===== src/rtl/uart_tx_fifo.sv =====
`default_nettype none
// ============================================================================
//  Module   : uart_tx_fifo
//  Purpose  : Write-side FIFO feeding a parametrised UART transmitter
//             (configurable payload width, parity and stop bits).
//  Ports    : clk      - system clock, rising edge
//             rst      - synchronous reset, active-high
//             data     - write data (DATA_BITS wide)
//             n_wr     - write strobe, active-low, one word per clock
//             n_full   - low when the FIFO holds DEPTH words
//             n_empty  - low when the FIFO holds no words
//             count    - registered number of stored words (0..DEPTH)
//             ovf      - sticky flag, set by a write attempted while full
//             busy     - high while a frame is on the line
//             tx       - UART line, idle high, registered
//  Revision : 1.0 - initial release
// ============================================================================
module uart_tx_fifo #(
  parameter int DATA_BITS = 8,
  parameter int DEPTH     = 16,
  parameter int CDIV      = 434,
  parameter int PARITY    = 0,
  parameter int STOP_BITS = 1
) (
  input  logic                   clk,
  input  logic                   rst,
  input  logic [DATA_BITS-1:0]   data,
  input  logic                   n_wr,
  output logic                   n_full,
  output logic                   n_empty,
  output logic [$clog2(DEPTH):0] count,
  output logic                   ovf,
  output logic                   busy,
  output logic                   tx
);

  localparam int AW   = $clog2(DEPTH);
  localparam int CW   = AW + 1;
  localparam int CNTW = (CDIV > 2) ? $clog2(CDIV) : 1;
  localparam int IDXW = 4;

  localparam logic [2:0] S_IDLE  = 3'd0;
  localparam logic [2:0] S_START = 3'd1;
  localparam logic [2:0] S_DATA  = 3'd2;
  localparam logic [2:0] S_PAR   = 3'd3;
  localparam logic [2:0] S_STOP  = 3'd4;

  // --------------------------------------------------------------------------
  // FIFO storage and bookkeeping
  // --------------------------------------------------------------------------
  logic [DATA_BITS-1:0] mem_q [DEPTH];
  logic [AW-1:0]        wr_ptr_q;
  logic [AW-1:0]        rd_ptr_q;
  logic [CW-1:0]        count_q;
  logic [CW-1:0]        count_d;
  logic                 n_full_q;
  logic                 n_empty_q;
  logic                 ovf_q;

  logic                 w_wr_acc;
  logic                 w_wr_drop;
  logic                 w_pop;
  logic [DATA_BITS-1:0] w_head;

  // Acceptance uses the registered full flag from before the edge, so a
  // simultaneous pop never makes room for a write on the same edge.
  assign w_wr_acc  = ~n_wr & n_full_q;
  assign w_wr_drop = ~n_wr & ~n_full_q;
  assign w_head    = mem_q[rd_ptr_q];
  assign count_d   = count_q + CW'(w_wr_acc) - CW'(w_pop);

  // Storage has no reset: contents are only observable after a write.
  always_ff @(posedge clk) begin
    if (w_wr_acc) begin
      mem_q[wr_ptr_q] <= data;
    end
  end

  always_ff @(posedge clk) begin
    if (rst) begin
      wr_ptr_q  <= '0;
      rd_ptr_q  <= '0;
      count_q   <= '0;
      n_full_q  <= 1'b1;
      n_empty_q <= 1'b0;
      ovf_q     <= 1'b0;
    end else begin
      if (w_wr_acc) begin
        wr_ptr_q <= wr_ptr_q + AW'(1);
      end
      if (w_pop) begin
        rd_ptr_q <= rd_ptr_q + AW'(1);
      end
      count_q   <= count_d;
      // Flags derive from the same next count so all three stay consistent.
      n_full_q  <= (count_d != CW'(DEPTH));
      n_empty_q <= (count_d != '0);
      if (w_wr_drop) begin
        ovf_q <= 1'b1;
      end
    end
  end

  // --------------------------------------------------------------------------
  // Transmitter FSM
  // --------------------------------------------------------------------------
  logic [2:0]           state_q,  state_d;
  logic [CNTW-1:0]      bcnt_q,   bcnt_d;
  logic [IDXW-1:0]      idx_q,    idx_d;
  logic [DATA_BITS-1:0] shift_q,  shift_d;
  logic                 par_q,    par_d;
  logic                 tx_q,     tx_d;
  logic                 busy_q,   busy_d;

  logic w_bit_end;
  logic w_last_data;
  logic w_last_stop;
  logic w_par_bit;

  assign w_bit_end   = (bcnt_q == CNTW'(CDIV - 1));
  assign w_last_data = (idx_q == IDXW'(DATA_BITS - 1));
  assign w_last_stop = (idx_q == IDXW'(STOP_BITS - 1));
  // par_q holds the XOR of the payload; odd parity sends its complement.
  assign w_par_bit   = (PARITY == 2) ? par_q : ~par_q;

  // State register
  always_ff @(posedge clk) begin
    if (rst) begin
      state_q <= S_IDLE;
      bcnt_q  <= '0;
      idx_q   <= '0;
      shift_q <= '0;
      par_q   <= 1'b0;
      tx_q    <= 1'b1;
      busy_q  <= 1'b0;
    end else begin
      state_q <= state_d;
      bcnt_q  <= bcnt_d;
      idx_q   <= idx_d;
      shift_q <= shift_d;
      par_q   <= par_d;
      tx_q    <= tx_d;
      busy_q  <= busy_d;
    end
  end

  // Next-state logic
  always_comb begin
    state_d = state_q;
    case (state_q)
      S_IDLE: begin
        if (n_empty_q) state_d = S_START;
      end
      S_START: begin
        if (w_bit_end) state_d = S_DATA;
      end
      S_DATA: begin
        if (w_bit_end && w_last_data) begin
          state_d = (PARITY != 0) ? S_PAR : S_STOP;
        end
      end
      S_PAR: begin
        if (w_bit_end) state_d = S_STOP;
      end
      S_STOP: begin
        // Back-to-back frames: a waiting word skips IDLE entirely.
        if (w_bit_end && w_last_stop) begin
          state_d = n_empty_q ? S_START : S_IDLE;
        end
      end
      default: state_d = S_IDLE;
    endcase
  end

  // Output / datapath logic: next values of the registered line, counters
  // and shift register, plus the FIFO pop request.
  always_comb begin
    bcnt_d  = w_bit_end ? '0 : bcnt_q + CNTW'(1);
    idx_d   = idx_q;
    shift_d = shift_q;
    par_d   = par_q;
    tx_d    = tx_q;
    busy_d  = busy_q;
    w_pop   = 1'b0;

    case (state_q)
      S_IDLE: begin
        bcnt_d = '0;
        tx_d   = 1'b1;
        busy_d = 1'b0;
        if (n_empty_q) begin
          w_pop   = 1'b1;
          shift_d = w_head;
          par_d   = ^w_head;
          tx_d    = 1'b0;
          busy_d  = 1'b1;
        end
      end
      S_START: begin
        if (w_bit_end) begin
          tx_d    = shift_q[0];
          shift_d = shift_q >> 1;
          idx_d   = '0;
        end
      end
      S_DATA: begin
        if (w_bit_end) begin
          if (w_last_data) begin
            idx_d = '0;
            tx_d  = (PARITY != 0) ? w_par_bit : 1'b1;
          end else begin
            idx_d   = idx_q + IDXW'(1);
            tx_d    = shift_q[0];
            shift_d = shift_q >> 1;
          end
        end
      end
      S_PAR: begin
        if (w_bit_end) begin
          tx_d  = 1'b1;
          idx_d = '0;
        end
      end
      S_STOP: begin
        if (w_bit_end) begin
          if (w_last_stop) begin
            idx_d = '0;
            if (n_empty_q) begin
              w_pop   = 1'b1;
              shift_d = w_head;
              par_d   = ^w_head;
              tx_d    = 1'b0;
            end else begin
              tx_d   = 1'b1;
              busy_d = 1'b0;
            end
          end else begin
            idx_d = idx_q + IDXW'(1);
          end
        end
      end
      default: begin
        tx_d   = 1'b1;
        busy_d = 1'b0;
      end
    endcase
  end

  assign n_full  = n_full_q;
  assign n_empty = n_empty_q;
  assign count   = count_q;
  assign ovf     = ovf_q;
  assign busy    = busy_q;
  assign tx      = tx_q;

endmodule
`default_nettype wire


===== config.mk =====
export PLATFORM = sky130hd
export DESIGN_NAME = uart_tx_fifo
export DESIGN_NICKNAME = d
export VERILOG_FILES = /design/src/rtl/uart_tx_fifo.sv
export SDC_FILE = /design/constraint.sdc
export NUM_CORES = 1
export LEC_CHECK = 0
export ABC_AREA = 1
export CAP_MARGIN = 20
export CORE_UTILIZATION = 36
export CTS_CLUSTER_SIZE = 24
export DETAILED_ROUTE_END_ITERATION = 7
export SETUP_SLACK_MARGIN = 0.2
export SKIP_LAST_GASP = 1
export SYNTH_ARGS = -nofsm -noshare
export SYNTH_HDL_FRONTEND = slang
export SYNTH_SLANG_ARGS = --single-unit

===== constraint.sdc =====
create_clock -name clk -period 2.71 [get_ports clk]
set_input_delay 0.271 -clock clk [delete_from_list [all_inputs] [get_ports clk]]
set_output_delay 0.271 -clock clk [all_outputs]
set_load 0.01 [all_outputs]

Word level (Yosys, flattened, before mapping):

Memory sizes are Yosys's and may differ from the RTL's. A register that Yosys moved wholly into a read port is not among the register bits.
Index checks and enable logic that the tools add are counted.

* RAM bits: 128
* bits in registers: 42
* memories kept: 1
* logic and storage cells: 97

* eq/ne operators: 18
* bitwise operators: 5
* multiplexer cells: 40
* $add $sub $neg: 6
* reductions and logical operators: 15

Memory list
* mem_q: depth 16, bits a word 8, rd ports 1, clocked after Yosys merged registers in 1, write ports 1, line 51 `logic [DATA_BITS-1:0] mem_q [DEPTH];`

Operators with widths (count)
* two-way mux 8 bit: 6
* one-hot mux 8 bit (4 select lines): 1
* two-way mux 4 bit: 7
* != test 2 bit (second input constant): 10
* two-way mux 1 bit: 16
* two-way mux 3 bit: 5
* one-hot mux 3 bit (5 select lines): 1
* adder 4 x 1 -> 4 bit (second input constant): 3
* one-hot mux 4 bit (3 select lines): 1
* AND reduction 5 bit: 2
* adder 9 x 1 -> 9 bit (second input constant): 1
* equality test 9 bit (second input constant): 1
* AND reduction 4 bit: 2
* equality test 3 x 2 -> 1 bit (second input constant): 2
* AND reduction 6 bit: 1
* OR reduction 3 bit: 2
* adder 5 x 1 -> 5 bit: 1
* != test 5 bit (second input constant): 1
* one-hot mux 1 bit (5 select lines): 1
* nonzero test 5 bit: 1
* subtractor 5 x 1 -> 5 bit: 1
* equality test 4 x 3 -> 1 bit (second input constant): 1
* logical NOT 4 bit: 1
* nonzero test 4 bit: 1
* other kinds (11): 15

Depth between registers and ports, before layout:

* word-level depth: 6
* gate-level depth with buffers: 18
* mapped depth without buffers: 18

Least setup slack after synthesis:

OpenSTA, ideal clock, no wires.

* path type: register to register
* start: register bcnt_q[0]
* end: register n_full_q, in the netlist n_full
* arrival: 2374 ps
* clock period less this slack: 2491 ps
* path buffers: 0
* data required time: 2593 ps
* path slack: 219 ps
* cell stages (with the launch flop): 18
* cell sequence: dfxtp_1 > ha_1 > nand2_1 > nor3_1 > nand2_1 > nand2_2 > nand4_4 > nor2_1 > inv_1 > nand2_1 > ha_1 > inv_1 > fa_1 > nor2_1 > a211oi_1 > xnor2_1 > nor2_1 > nand2_1

* cells in the longest elaborated chain, start to end: 5

RTL lines
* start: declaration: line 108 `logic [CNTW-1:0] bcnt_q, bcnt_d;`
* start signal: assignment: line 138 `bcnt_q <= bcnt_d;`
* equality test 9 bit: line 120 `assign w_bit_end = (bcnt_q == CNTW'(CDIV - 1));`
* two-way mux 1 bit: line 225 `if (w_bit_end) begin`
* one-hot mux 1 bit (2 select lines): line 186 `case (state_q)`
* subtractor 5 x 1 -> 5 bit: line 70 `assign count_d = count_q + CW'(w_wr_acc) - CW'(w_pop);`
* != test 5 bit: line 96 `n_full_q <= (count_d != CW'(DEPTH));`
* end signal: assignment: line 96
* end: declaration: line 56 `logic n_full_q;`

Every way passes these cells.
A chain may end at the register's enable or synchronous reset.

Worst setup path in the final report:

* start: register bcnt_q[0]
* end: register n_empty_q, in the netlist n_empty

* cells in the longest elaborated chain, start to end: 5

RTL lines
* equality test 9 bit: line 120
* two-way mux 1 bit: line 225
* one-hot mux 1 bit (2 select lines): line 186
* subtractor 5 x 1 -> 5 bit: line 70
* nonzero test 5 bit: line 97 `n_empty_q <= (count_d != '0);`
* end signal: assignment: line 97
* end: declaration: line 57 `logic n_empty_q;`

Every way passes these cells.

==> flow_summary.ini <==
[placement]
io_buffers = 20
gp_congestion = 0.8080
dp_hpwl_um = 10580
postPlaceCellArea_mm2 = 0.008332

[power_and_ir_drop]
peakVddDrop_mv = 0.4509
power.density_mw_per_mm2 = 942.1
p_leak_uw = 0.003647

[yosys]
ys_ff_latch = 174
synth.distinct_cells = 39
synth_area_leaders = edfxtp_1, dfxtp_1, nand2_1, nand3_1, inv_1
yosys_warnings = 0
yosys.area.top_type_share_pct = 49.84
synth_most_common_cell = nand2_1
synth_edf_count = 128
synth_area_mm2 = 0.007712
syn_inst = 807
synth_area_per_cell_um2 = 9.557
syn_nets = 832
netlist_top_cells_count = nand2_1, edfxtp_1, inv_1
ys_seq_area_share_pct = 61.78
synthFlopType = edfxtp_1
ys_async_sr_fraction_pct = 0
synth_largest_area_cell = edfxtp_1

[cts]
cts_buffer_depth = 2
cts_buffers = 17
root_buffer = clkbuf_16
path_clk_slew_ns = 0.06
clkLatencyLatePin_ns = 0.43
htree_levels = 4
clock-sinks = 174
tritoncts = yes

[critical_path]
worstSetupPathType = reg -> reg
rrSetupSlack_ns = 0.27
ff2ff_path_depth = 17
r2r_start = bcnt_q[0]
cp_max_fo = 2
critPathCapture = n_empty
max_stage_delay_ns = 0.39
startpoint_type = register
cp_slowest_cell = dfxtp_1
worstSetupEndpointType = register
cp_cell_sequence = ha_4 > nand2_2 > nor3_2 > nand2_1 > nand2_2 > nand4_4 > nor2_4 > inv_2 > nand2_1 > ha_2 > inv_2 > fa_2 > xnor2_1 > inv_1 > nand4_1 > inv_1 > a21oi_1
cp-startpoint = bcnt_q[0]
r2r-end = n_empty
worstPathRequired_ns = 3.01
worst-endpoint-arrival_ns = 2.74

[grt]
antenna_found_initial = 0
grt_pass1_wl_um = 26300
grt_pass1_vias = 4901
track_usage_pct = 16.04
grt_max_degree = 69
gr-total-overflow = 0

[routing]
wl_per_cell_um = 14.67
drc = 0
totalWireLength_um = 16650
drt_iter0_drc = 349
vias_per_cell = 4.673
drt.antenna.violating_nets = 0
vias = 5304
drtPass1Iterations = 4

[timing]
period_minus_slack_ns = 2.435
fin_crit_sh_pct = 89.86
setup_viol = 0
maxSlewViolCount = 0
rsz0062_at_grt = yes
finalHoldViolations = 0
slew-limit-headroom_pct = 49.02
finalSetupTns_ns = 0
final.setup_skew_ns = 0.007024
clock.fmax_mhz = 410.6
tightest_slew_ns = 0.7623

[worst_hold_path]
hold_path_class = reg -> reg
holdPathStages = 2

[run]
maxCapViolCount = 0

[floorplan]
top_level_ports = 21
fp.dieW_um = 148.4
dieArea_mm2 = 0.02201
core-area_mm2 = 0.02102
initial_core_util_pct = 36.69
die_y_um = 148.4
std_cell_rows = 53

[finish]
nets = 872
multi_input_area_mm2 = 0.002450
area_delta_synth_final_pct = 15.77
final_cell_area_mm2 = 0.008929
drive_above_1_share_pct = 12.44
n_antenna_cell = 0
fillers = 1972
regArea_mm2 = 0.004767

[outcome]
outcome = completed
==> power breakdown <==
| part | internal, µW | leakage (µW) | switching (µW) | total [µW] |
|---|---|---|---|---|
| combinational | 1080 | 0.00187 | 1900 | 2980 |
| sequential | 3100 | 0.00153 | 142 | 3250 |
| clock | 1170 | 0.000248 | 1020 | 2190 |
| total | 5350 | 0.00365 | 3060 | 8410 |
==> timing repair <==
item | 4_1_cts | 5_1_grt
setup buffers | 2 | 2
gates cloned | 0 | 0
resized for setup | 3 | 12
pin swaps | 2 | 6
endpoints found under the setup margin | 3 | 3
hold buffers | 0 | 0
==> per-stage QoR <==
step | instances | total power [µW] | utilization [%] | hold WS (ns) | worst slack (ns)
5_1_grt | 1135 | 8953 | 42.47 | 0.4934 | 0.07389
6_report | 1135 | 8412 | 42.47 | 0.4633 | 0.2747
4_1_cts | 1133 | 8389 | 42.24 | 0.4634 | 0.2255
3_3_place_gp | 1099 | 6134 | 39.63 | 0.4519 | 0.1207
2_1_floorplan | 807 | 5389 | - | 0.3699 | 0.2189
3_5_place_dp | 1099 | 6151 | 39.63 | 0.4537 | 0.05040
==> worst min path at each step <==
stage	startpoint	end	slack, ns
floorplan	data[0]	mem_q[0][0]	0.37
global placement	busy	busy	0.45
detailed placement	busy	busy	0.45
CTS	busy	busy	0.46
global route	shift_q[0]	shift_q[0]	0.49
finish	busy	busy	0.46
==> registers in the layout, indices dropped and copies added, names as in the netlist, 3 cells and up, named ones only <==
signal,flops
idx_q,4
wr_ptr_q,4
bcnt_q,9
shift_q,8
state_q,3
rd_ptr_q,4
count,5
mem_q,128
==> layer usage <==
metal / global-route usage [%] / vias to the layer above / wire, µm / share of wire (%)
li1: - / 2702 / - / -
met1: 21.34 / 2466 / 7596 / 46
met2: 25.52 / 110 / 7931 / 48
met3: 3.037 / 26 / 758 / 4.6
met4: 7.010 / 0 / 359 / 2.2
met5: 0 / - / 0 / 0
==> area by class of cell <==
class	instances	area share, %
clock buffer	18	4.807
inverter	107	4.526
multi-input combinational	497	27.44
sequential	174	53.39
tap	275	3.854
timing repair buffer	50	4.947
clock inverter	14	1.037
==> layout by cell type, fill, tap and decap left out, types with 5 or more instances in the layout <==
cell type          n
buf_4             28
dfxtp_1           44
inv_1             94
inv_2             11
clkbuf_16         17
a21oi_2            9
nand3_1           91
edfxtp_1         128
nand2_1          239
nor2_1            62
ha_1              11
a21oi_1           18
o21ai_0           11
clkdlybuf4s50_1   20
o211ai_1           5
xor2_1             5
==> critical path, delay by kind of cell, from the launching register on <==
family / cells / cell delay [ns]
compound gates: 1 / 0.06
fa+ha+maj: 3 / 0.67
simple gates: 8 / 0.81
flops: 1 / 0.39
xor+xnor: 1 / 0.14
buf+inv: 4 / 0.25
==> kinds of logic (layout without fill, tap and decap cells) <==
kind of cell | after synthesis | count (layout) | synth area share (%)
adders and majority gates | 14 | 14 | 2.369
and+or+nand+nor | 425 | 425 | 23.90
buffers and inverters | 136 | 189 | 6.976
AOI/OAI and AO/OA | 49 | 49 | 3.959
DFF | 174 | 174 | 61.78
xor gates and xnor gates | 9 | 9 | 1.022
Power figures use the tool's default switching activity.
